===== config.mk =====
export PLATFORM = sky130hd
export DESIGN_NAME = fetch_stage
export DESIGN_NICKNAME = d
export VERILOG_FILES = /design/src/rtl/fetch_stage.sv
export SDC_FILE = /design/constraint.sdc
export NUM_CORES = 1
export LEC_CHECK = 0
export BUFFER_PORTS_ARGS = -buffer_cell sky130_fd_sc_hd__buf_2
export CORE_MARGIN = 4
export CORE_UTILIZATION = 50
export CTS_BUF_LIST = sky130_fd_sc_hd__clkbuf_2
export CTS_CLUSTER_SIZE = 24
export DETAILED_ROUTE_END_ITERATION = 8
export GPL_TIMING_DRIVEN = 1
export PLACE_DENSITY = 0.83
export SLEW_MARGIN = 20
export SYNTH_ARGS = -nofsm -noshare
export SYNTH_HDL_FRONTEND = slang
export SYNTH_SLANG_ARGS = --single-unit

===== constraint.sdc =====
create_clock -name i_clk -period 2.8 [get_ports i_clk]
set_clock_uncertainty 0.1 [all_clocks]
set_input_delay 0.42 -clock i_clk [delete_from_list [all_inputs] [get_ports i_clk]]
set_output_delay 0.42 -clock i_clk [all_outputs]
set_load 0.01 [all_outputs]

===== src/rtl/fetch_stage.sv =====
// Instruction fetch stage: PC register, IF/ID pipeline register and RUN/HALTED control.
// Optional FETCH_STALL_COUNTER_EN adds o_stall_count, a saturating count of PC-stall cycles.
module fetch_stage #(
   parameter int unsigned                PC_BITS          = 32,
   parameter int unsigned                INSTRUCTION_BITS = 32,
   parameter logic [INSTRUCTION_BITS-1:0] HALT_OPCODE     = '1
) (
   input  logic                        i_clk,
   input  logic                        i_rst,
   input  logic                        i_enable,
   input  logic                        i_PCWrite,
   input  logic                        i_if_id_write,
   input  logic                        i_flush,
   input  logic [PC_BITS-1:0]          i_branch_target,
   input  logic [INSTRUCTION_BITS-1:0] i_imem_data,
   output logic [PC_BITS-1:0]          o_imem_addr,
   output logic [PC_BITS-1:0]          o_pc,
   output logic [INSTRUCTION_BITS-1:0] o_if_id_instruction,
   output logic [PC_BITS-1:0]          o_if_id_pc_next,
   output logic                        o_if_id_valid,
   output logic                        o_halted
`ifdef FETCH_STALL_COUNTER_EN
   ,
   output logic [31:0]                 o_stall_count
`endif
);

   typedef enum logic {
      RUN    = 1'b0,
      HALTED = 1'b1
   } state_t;

   state_t             state;
   logic [PC_BITS-1:0] pc_plus4;
   logic               is_halt;

   assign pc_plus4    = o_pc + PC_BITS'(4);
   assign is_halt     = (i_imem_data == HALT_OPCODE);
   assign o_imem_addr = o_pc;
   assign o_halted    = (state == HALTED);

   always_ff @(posedge i_clk) begin
      if (i_rst) begin
         state               <= RUN;
         o_pc                <= '0;
         o_if_id_instruction <= '0;
         o_if_id_pc_next     <= '0;
         o_if_id_valid       <= 1'b0;
      end else if (i_enable) begin
         if (i_flush) begin
            state               <= RUN;
            o_pc                <= i_branch_target;
            o_if_id_instruction <= '0;
            o_if_id_pc_next     <= '0;
            o_if_id_valid       <= 1'b0;
         end else if (state == HALTED) begin
            o_if_id_instruction <= '0;
            o_if_id_pc_next     <= '0;
            o_if_id_valid       <= 1'b0;
         end else begin
            if (i_if_id_write) begin
               o_if_id_instruction <= i_imem_data;
               o_if_id_pc_next     <= pc_plus4;
               o_if_id_valid       <= 1'b1;
            end
            // Latching the halt word parks the PC on the halt address.
            if (i_if_id_write && is_halt) begin
               state <= HALTED;
            end else if (i_PCWrite) begin
               o_pc <= pc_plus4;
            end
         end
      end
   end

`ifdef FETCH_STALL_COUNTER_EN
   always_ff @(posedge i_clk) begin
      if (i_rst) begin
         o_stall_count <= '0;
      end else if (i_enable && !i_flush && state == RUN && !i_PCWrite
                   && o_stall_count != '1) begin
         o_stall_count <= o_stall_count + 32'd1;
      end
   end
`endif

endmodule

Word level (Yosys, flattened, before mapping)
Index checks and enable logic that the tools add are counted.

Output and inout bits: 130. Register bits after elaboration: 98. Input port bits: 70.

Equality and inequality tests: 3. Mux-type cells: 16. Reduce and logical (&&, ||, !) cells: 5. Add/sub/neg operators: 1.

Operators with widths (count): $mux W32 (10); $add A32 B3 Y32 const B (1); $eq A32 B32 Y1 const B (1); $mux W1 (6); $ne A2 B2 Y1 const B (2); $reduce_and A4 Y1 (1); $reduce_bool A3 Y1 (1); $reduce_and A2 Y1 (1); $reduce_bool A2 Y1 (1); $logic_and A1 B1 Y1 (1).

Depth between registers and ports, before layout
Depth in word-level cells: 5. Mapped depth: 8. Depth with buffers taken out: 6.

Least setup slack after synthesis
OpenSTA, ideal clock, no wires.

Path kind: flip-flop to flip-flop. Start: register o_pc[3] (netlist: o_imem_addr[3]). End: register o_pc[20] (netlist: o_imem_addr[20]). Arrival: 2.170 ns. Period minus slack after synthesis: 2.402 ns. Data required time: 2.568 ns. Buffers on the path: 1. Slack: 0.398 ns. Cell stages (with the launch flop): 8. Library setup time: 0.132 ns. Path through: dfxtp_1 -> ha_1 -> nand3_2 -> or4_4 -> buf_6 -> o21a_1 -> o311ai_0 -> a21oi_1.

Longest elaborated chain between the ends: 5.

RTL lines: start: declaration (RTL line 17) `output logic [PC_BITS-1:0] o_pc,`; start signal: assignment (RTL line 52) `o_pc <= i_branch_target;`; start signal: assignment (RTL line 70) `o_pc <= pc_plus4;`; $add A32 B3 Y32 (RTL line 37) `assign pc_plus4 = o_pc + PC_BITS'(4);`; $mux W32 (RTL line 69) `end else if (i_PCWrite) begin`; $mux W32 (RTL line 67) `if (i_if_id_write && is_halt) begin`; $mux W32 (RTL line 56) `end else if (state == HALTED) begin`; $mux W32 (RTL line 50) `if (i_flush) begin`.

No other way between the ends. The select of a mux whose other input is x is not followed. A chain may end at the register's enable or synchronous reset.

Final worst setup path
Start: register o_pc[2] (netlist: o_imem_addr[2]). End: register o_pc[30] (netlist: o_imem_addr[30]).

Same word-level chain as after synthesis.

==> metrics <==
Highest Clock Rate=390 MHz; IO Pins=200; Final min period=2.56 ns; Cell Pwr Density=434 nW/um^2; most common cell after layout, fill and taps aside=buf_2; worst hold path class=in -> reg; DP HPWL=10400 um; Vias/cell=5.75; Synth area leader=dfxtp_1; Setup TNS=0 ns; CORE AREA=9280 sq um; post-layout util=65.2%; worst vdd ir=291 uV; wl on met1=6100 um; Max Buffers Root-to-Sink=2; root buf cell=clkbuf_2; GRT Total Usage=26.8%; uppermost routed layer=met4; drt pass-1 iters=5; Gate Count Post-Synth=592; crit end category=flop; Syn Area/Cell=8.11 sq um; Max-cap violations=0; post-cts hold buffer count=26; CTS Buf Count=9; die height=106 um; DR iter-0 viols=318; WHS Path Cells=3; Clock transition at path regs=0.27 ns; cells on worst reg2reg path=6; R2R setup slack=0.24 ns; RD Place Congestion=0.873; worst r2r dst=o_imem_addr[30]$_SDFFE_PP0P_; met3 WL=1370 um; Overall Power=2.63 mW; Ant. Diodes=0; status=finished, final reports clean; placed cells=854; yosys warns=0; Synth top area share=40.9%; asr flop ratio synth=0%; DR WL/cell=17.2 um; worst skew pair latency=0.55 ns; initial antenna violation count=0; vias in the first global route=4805; CP max FO=11; Max stage delay on crit path=0.64 ns; min-delay src=i_imem_data[3]; CP max-delay cell=or4_4; Unique masters post-synth=50; Syn Std Cell Area=4800 sq um; Final Hold Slack=0.0322 ns; largest net degree at the start of global routing=78; largest cells by area after synthesis=dfxtp_1 41%, a22oi_1 7.7%, nor2_1 5.2%, buf_4 5.0%, a21oi_1 4.8%; max-slew violation count=0; # setup viols final=0; CTS tree=done; critical path, cell by cell=ha_1 > nand3_2 > or4_4 > o31a_1 > o311ai_0 > a21oi_1; required time of the critical path=3.11 ns; nature of the critical path startpoint=flop; routed wl met2=7580 um; Slew headroom=46.6%; H-tree depth=3; PnR worst setup slack=0.239 ns; first-pass GRT wire length=24500 um; Seq/Total Area, Yosys=40.9%; total grt overflow=0; final antenna-violating net count=0; Area growth syn-to-layout=26.1%; Die ar.=11200 sq um; routed via count=5154; most frequent cells in the layout=199 x buf_2, 98 x dfxtp_1, 66 x nor2_1; Slew @ Worst Pin=0.801 ns; NumNets Final=835; Critical Path AT=2.87 ns; FP Rows=35; placed cell area=5670 sq um; # Post-CTS Setup Buffers=0; overall routed net length=15400 um; syn nets=663; share of cells above drive strength 1=31.4%; # clock sinks=98; Final Cell Area=6060 sq um; Leak=2.67 nW; period utilization=91.5%; WS Path Type=reg -> reg; ys flop type=dfxtp_1; DP Worst Slack=0.341 ns; Hold Violations, Final=0; RSZ-0062 raised after global routing=no; initial core utilization=51.7%; Worst R2R Start=o_imem_addr[2]$_SDFFE_PP0P_; number of port buffers=199; number of synthesized flops with an enable pin=0; drc violations=0; Non-Filler Instances=897; Seq cells post-synth=98; Die Width=106 um; post-CTS resize count=0; WHS Endpoint=o_if_id_instruction[3]$_SDFFE_PP0P_
-- cell usage after synthesis, types with 2 or more instances --
cell	count
a21boi_0	3
and4_1	3
buf_2	4
o311ai_1	4
o41ai_1	2
or4_4	2
nand2b_1	16
and3_1	5
clkbuf_1	37
a22o_1	2
xnor2_1	8
o211ai_1	5
a21oi_1	46
and2_1	4
o31a_1	6
a22oi_1	49
nand3_1	16
o31ai_1	4
o21a_1	2
nand4_1	14
buf_6	2
xor2_1	9
inv_1	5
nor3_1	9
dfxtp_1	98
nor4_1	11
a221oi_1	2
nand2_1	53
o21ai_0	35
nand3b_1	4
nor2_1	66
buf_4	32
a31oi_1	8
o311ai_0	3
buf_1	6
a21o_1	3
-- worst max path at each step --
stage / startpoint / end / depth (start not counted)
6_report: o_imem_addr[2]$_SDFFE_PP0P_ / o_imem_addr[30]$_SDFFE_PP0P_ / 6
5_1_grt: o_imem_addr[3]$_SDFFE_PP0P_ / o_imem_addr[30]$_SDFFE_PP0P_ / 6
4_1_cts: o_imem_addr[2]$_SDFFE_PP0P_ / o_imem_addr[30]$_SDFFE_PP0P_ / 6
3_5_place_dp: o_imem_addr[2]$_SDFFE_PP0P_ / o_imem_addr[30]$_SDFFE_PP0P_ / 6
3_3_place_gp: o_imem_addr[3]$_SDFFE_PP0P_ / o_imem_addr[30]$_SDFFE_PP0P_ / 6
2_1_floorplan: o_imem_addr[3]$_SDFFE_PP0P_ / o_imem_addr[20]$_SDFFE_PP0P_ / 7
-- layout make-up --
type / count / area (sq um)
sequential: 98 / 1960
clock buffer: 10 / 50.0
timing repair buffer: 242 / 1400
fill: 815 / 3230
tap: 129 / 161
clock inverter: 5 / 55.1
inverter: 5 / 18.8
multi-input combinational: 408 / 2410
-- where the power goes --
part	internal [mW]	switching [mW]
Sequential	1.45	0.0572
Combinational	0.193	0.255
Clock	0.204	0.469
-- metal layers --
layer	track usage, %	vias to the layer above
met4	9.25	0
li1	-	2443
met3	6.86	29
met1	33.0	2419
met5	0	-
met2	45.5	263
-- registers in the layout (all words and copies together) (netlist names) --
name and count:
o_imem_addr 32, o_if_id_valid 1, o_if_id_instruction 32, o_halted 1, o_if_id_pc_next 32
-- cell families (layout without fill, tap and decap cells) --
family	Yosys count	after routing	synth area share, %
AO/OA/AOI/OAI	178	178	24.0
XOR/XNOR	17	17	3.10
AND/OR/NAND/NOR	211	211	21.9
flip-flops	98	98	40.9
multiplexers	1	1	0.209
adder cells (fa/ha/maj)	1	1	0.261
buffers and inverters	86	262	9.64
-- critical path: cells and delay by family (launching register included) --
| kind | cells | cell delay (ns) |
|---|---|---|
| fa+ha+maj | 1 | 0.31 |
| compound gates | 3 | 0.73 |
| simple gates | 2 | 0.75 |
| flops | 1 | 0.53 |
Power figures use the tool's default switching activity.
